`src/rtl/counter_sched.sv`:
```
// counter_sched: round-robin scheduler that lends one shared up/down counter to NREQ requesters.
// Define COUNTER_SCHED_GUARD_EN to reject, at grant time, bursts that would overflow the counter.
module counter_sched #(
    parameter int unsigned NREQ = 4,
    parameter int unsigned CW   = 4,
    parameter int unsigned LW   = 4
) (
    input  logic                 clk,
    input  logic                 reset_n,
    input  logic [NREQ-1:0]      req,
    input  logic [NREQ-1:0]      req_up,
    input  logic [NREQ*LW-1:0]   req_len,
    input  logic [CW-1:0]        cnt_in,
    input  logic                 ovflw_in,
    output logic                 act,
    output logic                 up_dn,
    output logic [NREQ-1:0]      gnt,
    output logic [NREQ-1:0]      done,
    output logic                 err,
    output logic                 busy,
    output logic                 fault
);
    localparam int unsigned PW = (NREQ > 1) ? $clog2(NREQ) : 1;

    typedef enum logic [2:0] {
        S_IDLE,
        S_RUN,
        S_WAIT,
        S_DONE,
        S_FAULT
    } state_t;

    state_t          state;
    logic [PW-1:0]   ptr;
    logic [LW-1:0]   rem;
    logic            win_found;
    logic [PW-1:0]   win_idx;
    logic [PW-1:0]   ptr_nxt;
    logic [LW-1:0]   win_len;
    logic [NREQ-1:0] win_oh;
    logic            reject;
    int unsigned     cand;

    // Winner: first pending request at or above the pointer, wrapping around.
    always_comb begin
        win_found = 1'b0;
        win_idx   = '0;
        cand      = 0;
        for (int unsigned i = 0; i < NREQ; i++) begin
            cand = 32'(ptr) + i;
            if (cand >= NREQ) begin
                cand = cand - NREQ;
            end
            if (!win_found && req[PW'(cand)]) begin
                win_found = 1'b1;
                win_idx   = PW'(cand);
            end
        end
        win_len = req_len[32'(win_idx)*LW +: LW];
        win_oh  = NREQ'(1) << win_idx;
        ptr_nxt = (32'(win_idx) == NREQ - 1) ? '0 : win_idx + 1'b1;
    end

`ifdef COUNTER_SCHED_GUARD_EN
    localparam int unsigned SW = ((CW > LW) ? CW : LW) + 1;
    logic [SW-1:0] head_sum;

    // Headroom check done one bit wider than the counter so the sum cannot wrap.
    always_comb begin
        head_sum = SW'(cnt_in) + SW'(win_len);
        if (req_up[win_idx]) begin
            reject = head_sum > SW'({CW{1'b1}});
        end else begin
            reject = SW'(win_len) > SW'(cnt_in);
        end
    end
`else
    logic unused_cnt;
    assign unused_cnt = ^cnt_in;
    assign reject     = 1'b0;
`endif

    always_ff @(posedge clk or negedge reset_n) begin
        if (!reset_n) begin
            state <= S_IDLE;
            ptr   <= '0;
            rem   <= '0;
            act   <= 1'b0;
            up_dn <= 1'b0;
            gnt   <= '0;
            done  <= '0;
            err   <= 1'b0;
            busy  <= 1'b0;
            fault <= 1'b0;
        end else begin
            done <= '0;
            err  <= 1'b0;
            if (ovflw_in && (state == S_RUN || state == S_WAIT || state == S_DONE)) begin
                // Overflow aborts the burst with no completion; only reset leaves FAULT.
                state <= S_FAULT;
                act   <= 1'b0;
                up_dn <= 1'b0;
                gnt   <= '0;
                busy  <= 1'b0;
                fault <= 1'b1;
            end else begin
                case (state)
                    S_IDLE: begin
                        if (win_found) begin
                            gnt  <= win_oh;
                            ptr  <= ptr_nxt;
                            rem  <= win_len;
                            busy <= 1'b1;
                            if (reject || win_len == '0) begin
                                state <= S_DONE;
                                done  <= win_oh;
                                err   <= reject;
                            end else begin
                                state <= S_RUN;
                                act   <= 1'b1;
                                up_dn <= req_up[win_idx];
                            end
                        end
                    end
                    S_RUN: begin
                        if (rem == LW'(1)) begin
                            state <= S_WAIT;
                            act   <= 1'b0;
                            up_dn <= 1'b0;
                        end else begin
                            rem <= rem - 1'b1;
                        end
                    end
                    S_WAIT: begin
                        state <= S_DONE;
                        done  <= gnt;
                    end
                    S_DONE: begin
                        state <= S_IDLE;
                        gnt   <= '0;
                        busy  <= 1'b0;
                    end
                    S_FAULT: begin
                        state <= S_FAULT;
                    end
                    default: begin
                        state <= S_IDLE;
                    end
                endcase
            end
        end
    end

endmodule

```
`config.mk`:
```
export PLATFORM = sky130hd
export DESIGN_NAME = counter_sched
export DESIGN_NICKNAME = d
export VERILOG_FILES = /design/src/rtl/counter_sched.sv
export SDC_FILE = /design/constraint.sdc
export NUM_CORES = 1
export LEC_CHECK = 0
export CORE_MARGIN = 2
export CORE_UTILIZATION = 42
export CTS_CLUSTER_SIZE = 14
export DETAILED_ROUTE_END_ITERATION = 7
export HOLD_SLACK_MARGIN = 0.12
export PLACE_DENSITY_LB_ADDON = 0.1
export SLEW_MARGIN = 10
export SYNTH_ARGS = -nofsm -noshare
export SYNTH_HDL_FRONTEND = slang
export SYNTH_SLANG_ARGS = --single-unit
```
`constraint.sdc`:
```
create_clock -name clk -period 2.1 [get_ports clk]
set_clock_uncertainty 0.2 [all_clocks]
set_input_delay 0.42 -clock clk [delete_from_list [all_inputs] [get_ports clk]]
set_output_delay 0.42 -clock clk [all_outputs]
set_load 0.005 [all_outputs]
```
==> run summary <==
worst vdd rail ir drop -> 627 uV
Clock transition at path regs -> 0.12 ns
critical path endpoint category -> register
ANT cells -> 0
Syn Area/Cell -> 8.84 um2
Slew Viols, Final -> 0
FF+latch count, synth -> 21
vias post-DR -> 1505
die footprint -> 3890 um2
Post-synth EDFFs -> 0
met1 Resource Use GR -> 25.3%
reg-to-reg slack, setup -> -0.05 ns
post-synthesis cell type count -> 48
clock tree sinks -> 21
vias per inst -> 5.64
Min-Delay Path Class -> input port to async pin
H-tree depth -> 1
max-cap check violation count -> 0
synthesized area -> 1430 um2
first-pass GRT wire length -> 6.84 mm
Tot GR Track Use -> 21.9%
Setup violations, final -> 3
Placer Congestion -> 0.769
initial antenna violation count -> 0
Cell Pwr Density -> 1250 nW/um2
Req. time, crit path -> 2.16 ns
Net count, final -> 259
WL final -> 3.97 mm
Initial Util -> 43.2%
TritonCTS clock tree -> built
kind of start point of the critical path -> register
Hold Slack -> 0.239 ns
worst skew pair latency -> 0.31 ns
leakage power -> 0.910 nW
arrival time worst endpoint -> 2.21 ns
status -> finished with violations
length in cells of the worst reg-to-reg path -> 9
failing checks -> setup timing
synth-to-layout area growth -> 49.5%
CTS max path bufs -> 2
Horiz. Die Dim -> 62.4 um
core area -> 3310 um2
CTS buffer count -> 3
vias in the first global route -> 1588
multi-input logic area -> 950 um2
initial DRC count -> 81
min Tclk post-route -> 2.15 ns
I/O pin cnt -> 44
grt total ovfl -> 0
Seq/Total Area, Yosys -> 36.7%
R2R Path End -> act
I/O Buffers -> 38
predominant post-synthesis flop cell -> dfrtp_1
DR pass1 iterations -> 4
Routed WL per cell -> 14.9 um
async set-reset flop share out of synthesis -> 100%
Top Usage Layer GRT -> met2
synth top area cells -> dfrtp_1 (37%), ha_1 (5.2%), o21ai_0 (5.2%), nand3_1 (4.9%), nor2_1 (4.5%)
maximum clock rate -> 465 MHz
number of remaining DRC errors -> 0
placed insts -> 261
Antenna Nets Post-Route -> 0
CTS root buf -> clkbuf_4
final hold viol count -> 0
# rows -> 21
worst-path fanout max -> 8
dpl hpwl -> 3.05 mm
Die H -> 62.4 um
Final Cycle Share -> 102%
GR met2 Demand/Resource -> 37.9%
number of fill cells in the layout -> 292
synthesized netlist net count -> 199
FF+latch area -> 527 um2
final worst slack -> -0.0509 ns
GR Layer Usage met3 -> 4.50%
final instance area -> 2140 um2
critical setup path kind -> register to register
Yosys warnings -> 0
setup_tns -> -0.0586 ns
layout cells sized above 1 -> 26.2%
Crit. Startpoint -> ptr[1]
Yosys top cell area share -> 36.7%
leading area contributor after synthesis -> dfrtp_1
Placement Cell Area -> 2000 um2
reg-to-reg startpoint -> ptr[1]
non-filler cells, final -> 267
RSZ-0062 raised after global routing -> yes
largest net degree at the start of global routing -> 22
cell count after synthesis -> 162
==> worst max-delay path by stage <==
stage          endpoint  cells past startpoint
2_1_floorplan       act                      8
3_3_place_gp        act                      9
3_5_place_dp        act                      8
4_1_cts             act                      9
5_1_grt             act                      9
6_report            act                      9
==> cell usage after synthesis, types with 2 or more instances <==
master     n
a21o_1     2
a21oi_1    9
a22o_1     4
and2_4     2
and3_1     6
clkbuf_1   4
dfrtp_1   21
ha_1       6
inv_1      5
mux2i_1    4
nand2_1    4
nand2b_1   5
nand3_1   14
nand4_1    5
nor2_1    17
nor2b_1    2
nor3_1     5
nor3b_1    2
o211ai_2   2
o21ai_0   15
==> metrics by stage <==
step | util [%] | worst slack [ns] | power [mW]
floorplan | - | 0.0187 | 1.67
global placement | 60.4 | -0.488 | 2.24
detailed placement | 60.4 | -0.569 | 2.31
CTS | 63.5 | -0.0557 | 2.62
global route | 64.6 | -0.127 | 2.90
finish | 64.6 | -0.0509 | 2.68
==> metal layers <==
layer / vias to the layer above / wire length (um)
met4: 0 / 160
met5: - / 0
li1: 714 / -
met2: 42 / 2010
met1: 730 / 1630
met3: 19 / 168
==> power breakdown <==
part,internal [mW],switching [mW]
Sequential,0.555,0.123
Combinational,0.901,0.900
Clock,0.0742,0.123
Total,1.53,1.15
==> registers in the layout (all words and copies together), names as in the netlist <==
register,count
done,4
gnt,4
rem,4
state,3
ptr,2
act,1
busy,1
fault,1
up_dn,1
==> what timing repair did <==
item / CTS / global route
setup endpoints to repair: 17 / 12
pin swaps: 7 / 4
hold buffers: 0 / 0
setup buffers: 2 / 1
gates resized for setup: 18 / 9
==> worst max-delay path: stages, from the launching register on <==
cell,delay [ns]
dfrtp_2,0.44
mux2i_2,0.24
nor2_2,0.07
nor3_4,0.22
buf_6,0.14
inv_6,0.04
and3_4,0.14
o22a_4,0.26
a211oi_2,0.21
o22a_1,0.14
==> placed cells by master (no fill, tap or decap), types with 3 or more instances in the layout <==
cell type and n:
nor3_1 5, nand3_1 14, nor2_1 16, nand4_1 5, inv_1 4, nand2b_1 4
clkbuf_4 3, ha_1 5, buf_4 22, and3_1 4, a21oi_1 5, a21oi_2 4
a22o_1 4, dlygate4sd2_1 4, mux2i_1 3, and3_4 3, dfrtp_1 20, clkdlybuf4s50_1 34
o21ai_0 15, and2_4 3, nand2_1 4
==> area by class of cell <==
cell class	count	area share (%)
sequential	21	24.6
inverter	6	1.29
timing repair buffer	61	25.8
clock buffer	4	1.23
tap	46	2.69
multi-input combinational	129	44.4
==> logic make-up after synthesis <==
group,after synthesis,share of synthesized area [%]
other cells,1,0.262
simple gates,72,28.1
buf+inv,12,3.67
fa+ha+maj,6,5.24
flops,21,36.7
mux,5,3.58
compound gates,45,22.4
No activity file was read; power rests on OpenSTA's default activity.
